$ cat src/rtl/tbus_owner_ctl_if.sv
// Request/grant and driver-pin bundle between requesters, the ownership controller and the invz bank.
interface tbus_owner_ctl_if #(
  parameter int NREQ = 4,
  parameter int W    = 8
);
  localparam int OW = (NREQ > 1) ? $clog2(NREQ) : 1;

  logic [NREQ-1:0]   REQ;
  logic [NREQ*W-1:0] DIN;
  logic [NREQ-1:0]   GNT;
  logic [NREQ-1:0]   EN;
  logic [NREQ*W-1:0] I;
  logic              BUSY;
  logic [OW-1:0]     OWNER;

  modport master (
    input  REQ, DIN,
    output GNT, EN, I, BUSY, OWNER
  );

  modport slave (
    output REQ, DIN,
    input  GNT, EN, I, BUSY, OWNER
  );
endinterface

$ cat src/rtl/tbus_owner_ctl.sv
// Round-robin owner of a shared invz tristate bus: one enable at a time, break-before-make
// turnaround, and pre-inverted driver data so the bus carries the true value.
//
// state   | meaning
// --------+-----------------------------------------------------------
// S_IDLE  | no bank enabled, arbitrating from the priority pointer
// S_DRIVE | exactly one bank enabled, tenure counter running
// S_TURN  | all banks off for TURN cycles before the next arbitration
module tbus_owner_ctl #(
  parameter int NREQ    = 4,
  parameter int W       = 8,
  parameter int TURN    = 1,
  parameter int MAXHOLD = 16
) (
  input logic               CLK,
  input logic               RN,
  tbus_owner_ctl_if.master  bus
);
  localparam int PW = (NREQ > 1) ? $clog2(NREQ) : 1;
  localparam int HW = $clog2(MAXHOLD + 1);
  localparam int TW = $clog2(TURN + 1);

  typedef enum logic [1:0] {
    S_IDLE  = 2'd0,
    S_DRIVE = 2'd1,
    S_TURN  = 2'd2
  } state_t;

  state_t            state_q, state_d;
  logic [PW-1:0]     ptr_q, ptr_d;
  logic [PW-1:0]     owner_q, owner_d;
  logic [HW-1:0]     ten_q, ten_d;
  logic [TW-1:0]     turn_q, turn_d;
  logic [NREQ-1:0]   gnt_q, gnt_d;
  logic [NREQ*W-1:0] i_q, i_d;

  logic [PW-1:0]     cand;
  logic [PW-1:0]     pick_idx;
  logic              pick_vld;
  logic [NREQ-1:0]   others;
  logic              owner_req;
  logic              force_rel;

  // Descending offset scan so the slot closest to the pointer is the last (winning) assignment.
  always_comb begin
    pick_vld = 1'b0;
    pick_idx = '0;
    cand     = '0;
    for (int j = NREQ - 1; j >= 0; j--) begin
      cand = PW'((int'(ptr_q) + j) % NREQ);
      if (bus.REQ[cand]) begin
        pick_vld = 1'b1;
        pick_idx = cand;
      end
    end
  end

  always_comb begin
    others          = bus.REQ;
    others[owner_q] = 1'b0;
    owner_req       = bus.REQ[owner_q];
    force_rel       = (ten_q == HW'(MAXHOLD - 1)) && (|others);
  end

  always_comb begin
    state_d = state_q;
    ptr_d   = ptr_q;
    owner_d = owner_q;
    ten_d   = ten_q;
    turn_d  = turn_q;
    gnt_d   = gnt_q;
    i_d     = i_q;
    case (state_q)
      S_IDLE: begin
        if (pick_vld) begin
          state_d                 = S_DRIVE;
          owner_d                 = pick_idx;
          gnt_d                   = '0;
          gnt_d[pick_idx]         = 1'b1;
          ten_d                   = '0;
          // Loaded on the same edge that raises EN so no stale data reaches the bus.
          i_d[pick_idx*W +: W]    = ~bus.DIN[pick_idx*W +: W];
        end
      end
      S_DRIVE: begin
        i_d[owner_q*W +: W] = ~bus.DIN[owner_q*W +: W];
        if (!owner_req || force_rel) begin
          state_d = S_TURN;
          gnt_d   = '0;
          turn_d  = '0;
          ptr_d   = (owner_q == PW'(NREQ - 1)) ? '0 : owner_q + 1'b1;
        end else if (ten_q != HW'(MAXHOLD)) begin
          ten_d = ten_q + 1'b1;
        end
      end
      S_TURN: begin
        if (turn_q == TW'(TURN - 1)) begin
          state_d = S_IDLE;
        end else begin
          turn_d = turn_q + 1'b1;
        end
      end
      default: begin
        state_d = S_IDLE;
        gnt_d   = '0;
      end
    endcase
  end

  always_ff @(posedge CLK or negedge RN) begin
    if (!RN) begin
      state_q <= S_IDLE;
      ptr_q   <= '0;
      owner_q <= '0;
      ten_q   <= '0;
      turn_q  <= '0;
      gnt_q   <= '0;
      i_q     <= '1;
    end else begin
      state_q <= state_d;
      ptr_q   <= ptr_d;
      owner_q <= owner_d;
      ten_q   <= ten_d;
      turn_q  <= turn_d;
      gnt_q   <= gnt_d;
      i_q     <= i_d;
    end
  end

  assign bus.GNT   = gnt_q;
  assign bus.EN    = gnt_q;
  assign bus.I     = i_q;
  assign bus.BUSY  = (state_q != S_IDLE);
  assign bus.OWNER = owner_q;

endmodule

$ cat src/flat_wrapper.sv
// flat-port wrapper written by rule: the top's interface ports become plain ports
module tbus_owner_ctl_flat 
#(
  parameter int NREQ    = 4,
  parameter int W       = 8,
  parameter int TURN    = 1,
  parameter int MAXHOLD = 16
)
  (CLK, RN, bus_REQ, bus_DIN, bus_GNT, bus_EN, bus_I, bus_BUSY, bus_OWNER);
  tbus_owner_ctl_if #(.NREQ(NREQ), .W(W)) bus_i ();
  input logic CLK;
  input logic RN;
  input wire logic [$bits(bus_i.REQ)-1:0] bus_REQ;
  input wire logic [$bits(bus_i.DIN)-1:0] bus_DIN;
  output wire logic [$bits(bus_i.GNT)-1:0] bus_GNT;
  output wire logic [$bits(bus_i.EN)-1:0] bus_EN;
  output wire logic [$bits(bus_i.I)-1:0] bus_I;
  output wire logic [$bits(bus_i.BUSY)-1:0] bus_BUSY;
  output wire logic [$bits(bus_i.OWNER)-1:0] bus_OWNER;
  assign bus_i.REQ = bus_REQ;
  assign bus_i.DIN = bus_DIN;
  assign bus_GNT = bus_i.GNT;
  assign bus_EN = bus_i.EN;
  assign bus_I = bus_i.I;
  assign bus_BUSY = bus_i.BUSY;
  assign bus_OWNER = bus_i.OWNER;
  tbus_owner_ctl #(.NREQ(NREQ), .W(W), .TURN(TURN), .MAXHOLD(MAXHOLD)) u_core (.CLK(CLK), .RN(RN), .bus(bus_i));
endmodule
$ cat config.mk
export PLATFORM = sky130hd
export DESIGN_NAME = tbus_owner_ctl_flat
export DESIGN_NICKNAME = d
export VERILOG_FILES = /design/src/rtl/tbus_owner_ctl_if.sv /design/src/rtl/tbus_owner_ctl.sv /design/src/flat_wrapper.sv
export SDC_FILE = /design/constraint.sdc
export NUM_CORES = 1
export LEC_CHECK = 0
export CORE_MARGIN = 5
export CORE_UTILIZATION = 50
export CTS_CLUSTER_SIZE = 25
export DETAILED_ROUTE_END_ITERATION = 10
export PLACE_DENSITY = 0.83
export SLEW_MARGIN = 5
export SYNTH_ARGS = -nofsm -noshare
export SYNTH_HDL_FRONTEND = slang
export SYNTH_SLANG_ARGS = --single-unit
$ cat constraint.sdc
create_clock -name CLK -period 4.5 [get_ports CLK]
set_clock_uncertainty 0.1 [all_clocks]
set_input_delay 0.675 -clock CLK [delete_from_list [all_inputs] [get_ports CLK]]
set_output_delay 0.675 -clock CLK [all_outputs]
set_load 0.03 [all_outputs]
; Word-level counts from Yosys, hierarchy flattened
; Index checks and enable logic that the tools add are counted.
; W data, S select, Z words.
[totals]
ff_bits = 48
inputBits = 38
out_inout_bits = 43
elab_cells = 102
[classes]
addsub = 8
order_cmp = 8
eq_ne = 10
shift = 6
muxes = 41
bitwise = 5
n_reduce_logical = 17
[op_table]
columns = operator, count
row1 = $neg A5 Y34, 2
row2 = $shift A8 B34 Y32 const A, 2
row3 = $shiftx A8 B34 Y32, 2
row4 = $bwmux W32, 2
row5 = $pmux W32 S2, 1
row6 = $shiftx A32 B6 Y8, 2
row7 = $mux W32, 1
row8 = $lt A2 B3 Y1 const B, 6
row9 = $mux W2, 8
row10 = $not A8 Y8, 2
row11 = $mux W5, 3
row12 = $mux W1, 13
row13 = $pmux W4 S3, 1
row14 = $bmux W1 S2, 5
row15 = $pmux W5 S2, 1
row16 = $mux W4, 2
row17 = $reduce_and A2 Y1, 4
row18 = $ne A2 B1 Y1 const B, 3
row19 = $pmux W2 S3, 1
row20 = $reduce_and A3 Y1, 2
row21 = $reduce_bool A2 Y1, 3
row22 = $add A5 B1 Y5 const B, 1
row23 = $eq A5 B4 Y1 const B, 1
row24 = $ne A5 B5 Y1 const B, 1
row25 = other kinds (18), 26

; Logic depth before layout (Yosys ltp)
[logic_depth]
word_depth = 13
ltp_mapped = 10
depth_no_buf = 8

; Least setup slack after synthesis
; OpenSTA, ideal clock, no wires.
[synth_path]
path_type = in2reg
start = in bus_REQ[0]
end = reg u_core.i_q[3], in the netlist u_core.bus.I[3]
setup_ps = 83
arrival_ps = 2455
required_time_ps = 4317
setup_slack_ps = 1861
path_stages = 9
path_buffers = 2
path_cell_list = a21oi_1 o21ai_0 o2bb2a_1 buf_4 buf_6 inv_1 ha_1 a22oi_1 a221o_1
[synth_via]
elab_chain_cells = 12
word_cells_on_any_way = 26
classes_between = add/sub: 1 / eq/ne: 1 / shift: 3 / mux: 19 / bitwise: 1 / reduce/logical: 1
[synth_lines]
columns = item, line_no
row1 = "start, declared", flat_wrapper.sv:13  ; input wire logic [$bits(bus_i.REQ)-1:0] bus_REQ;
row2 = $bmux W1 S2, tbus_owner_ctl.sv:51  ; if (bus.REQ[cand]) begin
row3 = $mux W1 (not written as such), tbus_owner_ctl.sv:51
row4 = $mux W2 (3 in a row), tbus_owner_ctl.sv:51
row5 = $mux W2 *, tbus_owner_ctl.sv:51
row6 = named net u_core.pick_idx[1], tbus_owner_ctl.sv:38  ; logic [PW-1:0] pick_idx;
row7 = $shiftx A32 B6 Y8, tbus_owner_ctl.sv:82  ; i_d[pick_idx*W +: W] = ~bus.DIN[pick_idx*W +: W];
row8 = $not A8 Y8, tbus_owner_ctl.sv:82
row9 = $shiftx A8 B34 Y32, tbus_owner_ctl.sv:82
row10 = $bwmux W32 *, tbus_owner_ctl.sv:82
row11 = $mux W32 *, tbus_owner_ctl.sv:75  ; if (pick_vld) begin
row12 = $pmux W32 S2 *, tbus_owner_ctl.sv:73  ; case (state_q)
row13 = "end signal, assigned", tbus_owner_ctl.sv:126  ; i_q <= i_d;
row14 = "end, declared", tbus_owner_ctl.sv:35  ; logic [NREQ*W-1:0] i_q, i_d;
; The timed path passes the listed nets; every way through them passes the cells marked *. The select of a mux whose other input is x is not followed.
; A chain may end at the register's enable or synchronous reset.

; Worst setup path after layout
[layout_path]
start = in bus_REQ[0]
end = reg u_core.i_q[5], in the netlist u_core.bus.I[5]
[layout_via]
elab_chain_cells = 12
word_cells_on_any_way = 26
classes_between = add/sub: 1 / eq/ne: 1 / shift: 3 / mux: 19 / bitwise: 1 / reduce/logical: 1
[layout_lines]
columns = item, line_no
row1 = $bmux W1 S2, tbus_owner_ctl.sv:51
row2 = $mux W1 (not written as such), tbus_owner_ctl.sv:51
row3 = $mux W2 (4 in a row), tbus_owner_ctl.sv:51
row4 = $shiftx A32 B6 Y8, tbus_owner_ctl.sv:82
row5 = $not A8 Y8, tbus_owner_ctl.sv:82
row6 = $shiftx A8 B34 Y32, tbus_owner_ctl.sv:82
row7 = $bwmux W32, tbus_owner_ctl.sv:82
row8 = $mux W32, tbus_owner_ctl.sv:75
row9 = $pmux W32 S2, tbus_owner_ctl.sv:73
; Several ways; a longest one is shown, not always the timed one. The select of a mux whose other input is x is not followed.

==> metrics <==
post-synth cell types=43; Final Wtd Congestion=0.9271; DRT antenna net count=0; final hold vios=0; Max-Cap Viols=0; Net Count, Synth=roughly 300; clock network fraction of design power=11.8%; core area=5574 sq um; Reg-to-Reg Start=u_core.ptr_q[1]; worst slew pin tran=~1 ns; CP arrival=between 3 and 4 ns; status=complete, no violations; cts repair resizes=0; slowest stage delay, CP=0.66 ns; Critical Path RT=4.65 ns; Starting DRT DRC Count=192; Synth Warn #=0; Tcrit/Tclk final=between 70% and 80%; Main synth FF type=dfstp_2; clk_lat worst skew=0.30 ns; Switching Fraction=45.02%; grt ovf=0; Slew Viols, Final=0; RSZ-0062 raised after global routing=no; Seq pwr share=a little under a third; Post-synth EDFFs=0; Async SR Flop Fraction=100.0%; Max Fclk=just under 300 MHz; die height=86.03 um; most frequent cells in the layout=clkdlybuf4s50_1, nor2_1, a221o_1, dfstp_2, mux2i_1; worst hold path class=flip-flop to flip-flop; average wire per standard cell=19.79 um; fin util=slightly below 70%; Starting Density=51.85%; Die X=approximately 86 um; reg2reg path depth=7; Gate power share=57.0%; initial antenna violation count=0; Hold WS=0.4091 ns; Worst slew margin=between 30% and 40%; PortBufs=80; num ports=81; Num CTS Buffers=5; share of cells above drive strength 1=18.32%; post-DP HPWL=6067 um; Max clock buf depth=2; Worst Setup End Kind=flip-flop; DRC=0; Post-Synthesis Cell Area=2890 sq um; Post-CTS Setup Inserts=0; # rows=27; Tmin final=3.436 ns; Die ar.=7401 sq um; CP max-delay cell=a22oi_1; final wirelength=8014 um; Final setup viols=0; Hold Crit Depth=1; P&R area growth vs syn=32.42%; iteration count of the initial detailed-routing pass=5; Root Driver=clkbuf_8; worst hold endpoint=u_core.ten_q[3]; Bufs and invs on worst path=2; largest net degree at the start of global routing=48; Crit Reg-Reg Endpoint=u_core.bus.I[5]; vias per std cell=6.222; H-tree Lvls=2; Nets=around 380; R2R setup slack=1.57 ns; switching power=1.173 mW; Seq/Total Area, Yosys=a little over two fifths; vias in the first global route=between 2000 and 3000; GRT Overall Usage=22.45%; Power, Total=2.605 mW; post-route setup TNS=0 ns; pwr dens=680.7 nW/um^2; TritonCTS clock tree=done; first-pass GRT wire length=13010 um; post-synthesis register bit count=47; critical path class=primary input to flip-flop; CTS sink cnt=between 40 and 50; post-synthesis cell count=255; Synth Area per Inst=roughly 11 sq um; Ant. Diodes=0; Pint=1.432 mW; cell family with most CP delay=compound AO/OA/AOI/OAI gates; vias=2520; Worst Hold Launch=u_core.ten_q[3]; VDD IR max=328.9 uV; CP Launch Type=primary input; crit path cell chain=clkdlybuf4s50_1 > a21oi_1 > o21ai_0 > o2bb2a_1 > inv_1 > ha_1 > a22oi_1 > a221o_1; hold_buf cts=0; Leak=1.546 nW; most common cell after layout, fill and taps aside=clkdlybuf4s50_1; Crit Path Max Fanout=12; clock-pin slew on the worst setup and hold paths=0.10 ns; # fillers=418
[flip-flops by register name, indices dropped and copies added, names as in the netlist]
signal and flops:
u_core.ten_q 5, u_core.bus.OWNER 2, u_core.bus.I 32, u_core.bus.EN 4, u_core.state_q 2, u_core.ptr_q 2
[area by class of cell]
cell class	instances	area, sq um	share of cell area, %
Clock buffer	7	107.6	2.811
Clock inverter	1	8.758	0.2288
Inverter	11	41.29	1.079
Multi-Input combinational cell	186	1560	40.77
Sequential cell	47	1216	31.78
Tap cell	72	90.09	2.354
Timing Repair Buffer	81	803.3	20.99
[worst reg2reg max path, stage by stage (launching register included)]
cell	delay (ns)
dfrtp_1	0.45
a21oi_1	0.14
o21ai_0	0.08
o2bb2a_1	0.65
inv_1	0.18
ha_1	0.36
a22oi_1	0.66
a221o_1	0.28
[per-stage QoR]
step,area (sq um),instances,setup slack (ns)
finish,3827,405,1.064
global route,3827,405,0.8641
CTS,3827,405,1.114
detailed placement,3711,397,0.7941
global placement,3711,397,0.8848
floorplan,2890,255,1.861
[worst max path at each step]
stage                     slack [ns]  startpoint  cells after the start              end
after global routing            0.86  bus_REQ[0]                      8  u_core.bus.I[4]
after CTS                       1.11  bus_REQ[0]                      8  u_core.bus.I[0]
after detailed placement        0.79  bus_REQ[0]                      8  u_core.bus.I[5]
after global placement          0.88  bus_REQ[0]                      8  u_core.bus.I[6]
after floorplan                 1.86  bus_REQ[0]                      9  u_core.bus.I[3]
final                           1.06  bus_REQ[0]                      8  u_core.bus.I[5]
[power groups by stage]
stage / Clock [mW] / Sequential, mW / Combinational, mW
CTS: 0.313 / 0.810 / 1.48
detailed placement: 0 / 0.814 / 1.48
global placement: 0 / 0.811 / 1.45
finish: 0.308 / 0.812 / 1.49
floorplan: 0 / 0.994 / 0.798
global route: 0.332 / 0.839 / 1.58
[cells by family after synthesis]
logic type      Yosys count  share of synthesized area [%]
simple gates             81                          15.41
compound gates           58                          17.58
flops                    47                          42.08
mux                      34                          15.37
buf+inv                  22                          3.939
fa+ha+maj                13                          5.628
[per-layer routing]
| layer | share of wire [%] | vias to the layer above | track usage (%) |
|---|---|---|---|
| met1 | 42 | 1257 | 29.39 |
| met4 | 1.7 | 0 | 7.482 |
| met3 | 6.8 | 12 | 4.227 |
| li1 | - | 1130 | - |
| met5 | 0 | - | 0 |
| met2 | 49 | 121 | 37.35 |
[cells in the mapped netlist (2+ instances only)]
cell type	n	area [sq um]
o21ai_0	10	50.05
ha_1	13	162.7
mux4_2	8	180.2
nand2_1	11	41.29
buf_2	4	20.02
buf_4	5	37.54
a22oi_1	4	30.03
inv_1	10	37.54
or2_1	2	12.51
nor4_1	2	12.51
nor2_1	40	150.1
nand3_1	4	20.02
dfstp_2	32	840.8
dfrtp_1	15	375.4
nand2b_1	7	43.79
o2bb2ai_1	2	17.52
nor4_4	3	63.81
a21oi_1	3	15.01
a221o_1	32	320.3
mux2_2	3	33.78
mux2i_1	23	230.2
No activity file was read; power rests on OpenSTA's default activity.
